`src/rtl/instr_sequencer.sv`:
```
`default_nettype none
// ============================================================================
// Module      : instr_sequencer
// Description : Multi-cycle fetch/decode/execute sequencer with req/ack
//               instruction and data memory handshakes, one-cycle ALU-latch
//               and register-write strobes, and a per-access watchdog that
//               traps to a sticky error state.
// Revision    : 1.0 - initial release
// ============================================================================
module instr_sequencer #(
  parameter int                D        = 32,
  parameter int                PC_W     = 16,
  parameter logic [PC_W-1:0]   RESET_PC = '0,
  parameter int                TIMEOUT  = 8
) (
  input  logic            clk,
  input  logic            rst,
  input  logic            run,
  output logic            imem_req,
  input  logic            imem_ack,
  input  logic [D-1:0]    imem_rdata,
  output logic [PC_W-1:0] pc,
  output logic [D-1:0]    ir,
  output logic            alu_latch,
  output logic            dmem_req,
  output logic            dmem_we,
  input  logic            dmem_ack,
  output logic            rf_we,
  output logic            retired,
  output logic            busy,
  output logic            error
);

  localparam int            CNT_W     = (TIMEOUT < 2) ? 1 : $clog2(TIMEOUT);
  localparam logic [CNT_W-1:0] c_WAIT_LAST = CNT_W'(TIMEOUT - 1);
  localparam logic [3:0]    c_OP_LOAD  = 4'b0100;
  localparam logic [3:0]    c_OP_STORE = 4'b0110;
  localparam logic [3:0]    c_OP_NOP   = 4'b1111;
  localparam logic [D-1:0]  c_IR_RESET = D'(32'h0007_8000);

  typedef enum logic [2:0] {
    S_IDLE   = 3'd0,
    S_FETCH  = 3'd1,
    S_DECODE = 3'd2,
    S_EXEC   = 3'd3,
    S_MEM    = 3'd4,
    S_WB     = 3'd5,
    S_ERR    = 3'd6
  } state_e;

  state_e           state_q, state_d;
  logic [PC_W-1:0]  pc_q, pc_d;
  logic [D-1:0]     ir_q, ir_d;
  logic [CNT_W-1:0] wait_q, wait_d;

  logic [3:0] op;
  logic       op_is_nop;
  logic       op_is_store;
  logic       op_is_mem;

  assign op          = ir_q[18:15];
  assign op_is_nop   = (op == c_OP_NOP);
  assign op_is_store = (op == c_OP_STORE);
  assign op_is_mem   = (op == c_OP_LOAD) || op_is_store;

  // State, PC, IR and watchdog registers; async reset returns to a NOP in IDLE.
  always_ff @(posedge clk or posedge rst) begin
    if (rst) begin
      state_q <= S_IDLE;
      pc_q    <= RESET_PC;
      ir_q    <= c_IR_RESET;
      wait_q  <= '0;
    end else begin
      state_q <= state_d;
      pc_q    <= pc_d;
      ir_q    <= ir_d;
      wait_q  <= wait_d;
    end
  end

  // Next-state logic; the watchdog count defaults to zero so it is cleared
  // on every entry to FETCH or MEM and only advances while a req waits.
  always_comb begin
    state_d = state_q;
    pc_d    = pc_q;
    ir_d    = ir_q;
    wait_d  = '0;
    retired = 1'b0;
    unique case (state_q)
      S_IDLE: begin
        if (run) state_d = S_FETCH;
      end
      S_FETCH: begin
        if (imem_ack) begin
          ir_d    = imem_rdata;
          state_d = S_DECODE;
        end else if (wait_q == c_WAIT_LAST) begin
          state_d = S_ERR;
        end else begin
          wait_d = wait_q + CNT_W'(1);
        end
      end
      S_DECODE: begin
        if (op_is_nop) begin
          retired = 1'b1;
          pc_d    = pc_q + PC_W'(1);
          state_d = run ? S_FETCH : S_IDLE;
        end else begin
          state_d = S_EXEC;
        end
      end
      S_EXEC: begin
        state_d = op_is_mem ? S_MEM : S_WB;
      end
      S_MEM: begin
        if (dmem_ack) begin
          if (op_is_store) begin
            retired = 1'b1;
            pc_d    = pc_q + PC_W'(1);
            state_d = run ? S_FETCH : S_IDLE;
          end else begin
            state_d = S_WB;
          end
        end else if (wait_q == c_WAIT_LAST) begin
          state_d = S_ERR;
        end else begin
          wait_d = wait_q + CNT_W'(1);
        end
      end
      S_WB: begin
        retired = 1'b1;
        pc_d    = pc_q + PC_W'(1);
        state_d = run ? S_FETCH : S_IDLE;
      end
      S_ERR: begin
        state_d = S_ERR;
      end
      default: begin
        state_d = S_ERR;
      end
    endcase
  end

  // Strobes and requests decode straight from the state register so a reset
  // drops them immediately.
  assign imem_req  = (state_q == S_FETCH);
  assign alu_latch = (state_q == S_EXEC);
  assign dmem_req  = (state_q == S_MEM);
  assign dmem_we   = (state_q == S_MEM) && op_is_store;
  assign rf_we     = (state_q == S_WB);
  assign busy      = (state_q != S_IDLE) && (state_q != S_ERR);
  assign error     = (state_q == S_ERR);
  assign pc        = pc_q;
  assign ir        = ir_q;

endmodule
`default_nettype wire

```
`config.mk`:
```
export PLATFORM = sky130hd
export DESIGN_NAME = instr_sequencer
export DESIGN_NICKNAME = d
export VERILOG_FILES = /design/src/rtl/instr_sequencer.sv
export SDC_FILE = /design/constraint.sdc
export NUM_CORES = 1
export LEC_CHECK = 0
export BUFFER_PORTS_ARGS = -buffer_cell sky130_fd_sc_hd__buf_2
export CAP_MARGIN = 20
export CORE_MARGIN = 5
export CORE_UTILIZATION = 50
export DETAILED_ROUTE_END_ITERATION = 10
export GPL_TIMING_DRIVEN = 0
export PLACE_DENSITY = 0.79
export SKIP_LAST_GASP = 1
export SYNTH_ARGS = -nofsm -noshare
export SYNTH_HDL_FRONTEND = slang
export SYNTH_SLANG_ARGS = --single-unit
```
`constraint.sdc`:
```
create_clock -name clk -period 3.7 [get_ports clk]
set_clock_uncertainty 0.2 [all_clocks]
set_input_delay 0.37 -clock clk [delete_from_list [all_inputs] [get_ports clk]]
set_output_delay 0.37 -clock clk [all_outputs]
set_load 0.03 [all_outputs]
```
==> flow_results.xml <==
<?xml version="1.0" encoding="UTF-8"?>
<metrics>
  <group name="run_status">
    <metric name="run_status" unit="">complete, no violations</metric>
  </group>
  <group name="yosys">
    <metric name="ys_ff_latch" unit="">54</metric>
    <metric name="synth-edff-count" unit="">0</metric>
    <metric name="synth_cells" unit="">189</metric>
    <metric name="synthArstFlopShare" unit="">1.00</metric>
    <metric name="syn_area" unit="mm²">0.00236</metric>
    <metric name="synthesis.area_per_instance" unit="µm²">12.5</metric>
    <metric name="ys.warnings.count" unit="">0</metric>
    <metric name="syn-num-nets" unit="">229</metric>
    <metric name="seq_area_frac_synth" unit="">0.576</metric>
    <metric name="dominant_register_cell_in_the_synthesized_netlist" unit="">sky130_fd_sc_hd__dfrtp_1</metric>
    <metric name="synth.distinct_cells" unit="">38</metric>
  </group>
  <group name="placement">
    <metric name="dpl.cell_count" unit="">336</metric>
    <metric name="gpl.final_weighted_congestion" unit="">0.784</metric>
    <metric name="detailedPlace.worstSlack" unit="ns">1.43</metric>
    <metric name="dp_hpwl" unit="mm">3.74</metric>
    <metric name="placement.io_buffers" unit="">92</metric>
  </group>
  <group name="run">
    <metric name="max-cap-violations" unit="">0</metric>
  </group>
  <group name="finish">
    <metric name="fillers" unit="">374</metric>
    <metric name="syn_to_final_growth" unit="%">27.9</metric>
    <metric name="final_nets" unit="">330</metric>
    <metric name="post_layout_nonfiller_instances" unit="">345</metric>
    <metric name="drive_gt1_frac" unit="">0.498</metric>
    <metric name="layout.cells.most_common_list" unit="">sky130_fd_sc_hd__buf_2 (97), sky130_fd_sc_hd__dfrtp_1 (50), sky130_fd_sc_hd__mux2_2 (30), sky130_fd_sc_hd__nand2_1 (9), sky130_fd_sc_hd__nor2_1 (9)</metric>
    <metric name="final_common_cell" unit="">sky130_fd_sc_hd__buf_2</metric>
    <metric name="antennaDiodeCount" unit="">0</metric>
  </group>
  <group name="sta">
    <metric name="final_critical_path_setup_slack" unit="ns">1.10</metric>
    <metric name="finalSetupTns" unit="ns">0</metric>
    <metric name="worst_margin_pin_slew" unit="ns">0.634</metric>
    <metric name="fin_worst_hold_slack" unit="ns">0.0840</metric>
    <metric name="layout_worst_path_cycle_share" unit="">0.702</metric>
    <metric name="rsz0062_at_grt" unit="">no</metric>
    <metric name="report.final.hold_viol_count" unit="">0</metric>
    <metric name="report.final.setup_viol" unit="">0</metric>
    <metric name="timing.slew.headroom" unit="">0.574</metric>
    <metric name="period_minus_slack" unit="ns">2.60</metric>
    <metric name="final_max_tran_viols" unit="">0</metric>
    <metric name="peak_clock_frequency_supported_by_timing" unit="GHz">0.385</metric>
  </group>
  <group name="power">
    <metric name="worst_ir_drop_vdd" unit="mV">0.416</metric>
    <metric name="cell_internal_pwr" unit="mW">1.42</metric>
    <metric name="swShare" unit="">0.445</metric>
    <metric name="power_frac_clock" unit="">0.135</metric>
    <metric name="cellLeakagePower" unit="nW">1.45</metric>
    <metric name="seq_power_share" unit="">0.373</metric>
    <metric name="power_frac_comb" unit="">0.493</metric>
    <metric name="power_per_cell_area" unit="mW/mm²">850</metric>
    <metric name="power_switching" unit="mW">1.14</metric>
  </group>
  <group name="worst_setup_path">
    <metric name="cell_type_of_the_slowest_stage_on_the_worst_timing_path" unit="">sky130_fd_sc_hd__dfstp_2</metric>
    <metric name="startpoint_type" unit="">flip-flop</metric>
    <metric name="critical_path.max_stage_delay" unit="ns">0.58</metric>
    <metric name="worstSetupEndpointType" unit="">output pin</metric>
    <metric name="crit_path_cell_trace" unit="">nor3b_2 &gt; a31oi_1 &gt; o32a_1 &gt; buf_4 &gt; clkinv_1 &gt; buf_2</metric>
    <metric name="worst-endpoint-required" unit="ns">3.13</metric>
    <metric name="critical_path_peak_fanout" unit="">10</metric>
    <metric name="timing.critical_path.arrival" unit="ns">2.03</metric>
    <metric name="critical_path.n_buffers_inverters" unit="">3</metric>
    <metric name="criticalPathCategory" unit="">reg -&gt; out</metric>
    <metric name="timing.reg2reg.setup_slack" unit="ns">1.45</metric>
    <metric name="crit_family" unit="">buffers and inverters</metric>
  </group>
  <group name="hold_path">
    <metric name="hp-class" unit="">in -&gt; reg</metric>
  </group>
  <group name="drt">
    <metric name="wl_per_cell" unit="µm">14.1</metric>
    <metric name="drcViolationCount" unit="">0</metric>
    <metric name="drt_first_iter_violations" unit="">88</metric>
    <metric name="route.final.wire_length" unit="mm">4.88</metric>
    <metric name="via_per_inst" unit="">5.12</metric>
    <metric name="drt_first_pass_iters" unit="">4</metric>
    <metric name="route.vias.total" unit="">1766</metric>
    <metric name="ant_nets" unit="">0</metric>
  </group>
  <group name="global_route">
    <metric name="sum_of_overflow_across_all_layers_after_global_routing" unit="">0</metric>
    <metric name="grt_pass1_vias" unit="">1732</metric>
    <metric name="gr-usage-all-layers" unit="">0.166</metric>
    <metric name="grt_max_degree" unit="">30</metric>
    <metric name="antenna_found_initial" unit="">0</metric>
    <metric name="first_pass_grt_wire_length" unit="mm">8.16</metric>
  </group>
  <group name="cts">
    <metric name="clock-root-buffer" unit="">sky130_fd_sc_hd__clkbuf_8</metric>
    <metric name="h-tree-depth" unit="">2</metric>
    <metric name="tritoncts_num_sinks" unit="">54</metric>
    <metric name="worst_skew_pair.late_latency" unit="ns">0.30</metric>
    <metric name="cts_tree" unit="">yes</metric>
    <metric name="post_cts.resized_instances" unit="">0</metric>
    <metric name="maximum_count_of_clock_buffers_along_a_single_path" unit="">2</metric>
    <metric name="cts_made_buffers" unit="">5</metric>
    <metric name="clkSlewWorstSetupHoldPaths" unit="ns">0.09</metric>
  </group>
  <group name="die">
    <metric name="design.core.area" unit="mm²">0.00466</metric>
    <metric name="initial_utilization" unit="">0.506</metric>
    <metric name="die_h" unit="µm">78.6</metric>
    <metric name="die-area" unit="mm²">0.00619</metric>
    <metric name="floorplan.rows" unit="">25</metric>
    <metric name="ios" unit="">93</metric>
    <metric name="floorplan.die.width" unit="µm">78.6</metric>
  </group>
</metrics>
-- cells by family after synthesis --
kind of cell	count (synthesis)	share of synthesized area
simple gates	56	0.130
flops	54	0.576
mux	32	0.153
compound gates	16	0.0451
xor+xnor	15	0.0558
buf+inv	13	0.0250
fa+ha+maj	3	0.0159
-- synth_stat cells, types with 3 or more instances --
cell type | n | area [µm²]
sky130_fd_sc_hd__a21oi_1 | 4 | 20.0
sky130_fd_sc_hd__and2_1 | 4 | 25.0
sky130_fd_sc_hd__buf_2 | 5 | 25.0
sky130_fd_sc_hd__dfrtp_1 | 50 | 1250
sky130_fd_sc_hd__dfstp_2 | 4 | 105
sky130_fd_sc_hd__ha_1 | 3 | 37.5
sky130_fd_sc_hd__inv_1 | 3 | 11.3
sky130_fd_sc_hd__mux2_2 | 30 | 338
sky130_fd_sc_hd__nand2_1 | 9 | 33.8
sky130_fd_sc_hd__nand3_1 | 8 | 40.0
sky130_fd_sc_hd__nand4_1 | 6 | 37.5
sky130_fd_sc_hd__nor2_1 | 9 | 33.8
sky130_fd_sc_hd__nor3_1 | 5 | 25.0
sky130_fd_sc_hd__nor4_1 | 5 | 31.3
sky130_fd_sc_hd__xnor2_1 | 8 | 70.1
sky130_fd_sc_hd__xor2_1 | 7 | 61.3
-- layer usage --
metal | track usage | part of all wire
met3 | 0.0459 | 0.078
met1 | 0.212 | 0.44
met2 | 0.276 | 0.47
met4 | 0.0472 | 0.012
met5 | 0 | 0
-- worst paths after layout --
path                                 from   endpoint  cells past startpoint
hold reg to reg                 wait_q[0]  wait_q[0]                      1
hold / removal             imem_rdata[19]     ir[19]                      2
min in group asynchronous             rst     ir[24]                      3
setup / recovery                   ir[15]    retired                      6
setup reg to reg               state_q[2]     ir[23]                      4
max in group asynchronous             rst      pc[4]                      4
-- what timing repair did --
action | CTS | global route
hold endpoints to repair | 24 | 0
hold buffers | 1 | 0
setup buffers | 0 | 0
-- state kept, by name (all words and copies together), names as in the netlist --
name     cells
wait_q       3
ir          32
pc          16
state_q      3
-- area by class of cell --
type                       count  area [µm²]  area share
buffer                         8        40.0      0.0133
clock buffer                   6        82.6      0.0274
clock inverter                 2        16.3     0.00540
inverter                       5        18.8     0.00623
multi-input combinational    122         941       0.312
sequential                    54        1360       0.450
tap                           54        67.6      0.0224
timing repair buffer          94         490       0.163
-- through the flow --
stage	cell area (µm²)	power, mW	util
after floorplan	2360	1.87	-
after global placement	2880	2.20	0.619
after detailed placement	2900	2.24	0.623
after CTS	3010	2.59	0.646
after global routing	3010	2.72	0.646
final	3010	2.56	0.646
-- power groups by stage --
| stage | registers [mW] | logic (mW) | clock network, mW |
|---|---|---|---|
| final | 0.955 | 1.26 | 0.345 |
| after global routing | 0.992 | 1.35 | 0.382 |
| after CTS | 0.957 | 1.27 | 0.359 |
| after detailed placement | 0.969 | 1.27 | 0 |
| after global placement | 0.953 | 1.25 | 0 |
| after floorplan | 1.35 | 0.524 | 0 |
Power figures use the tool's default switching activity.
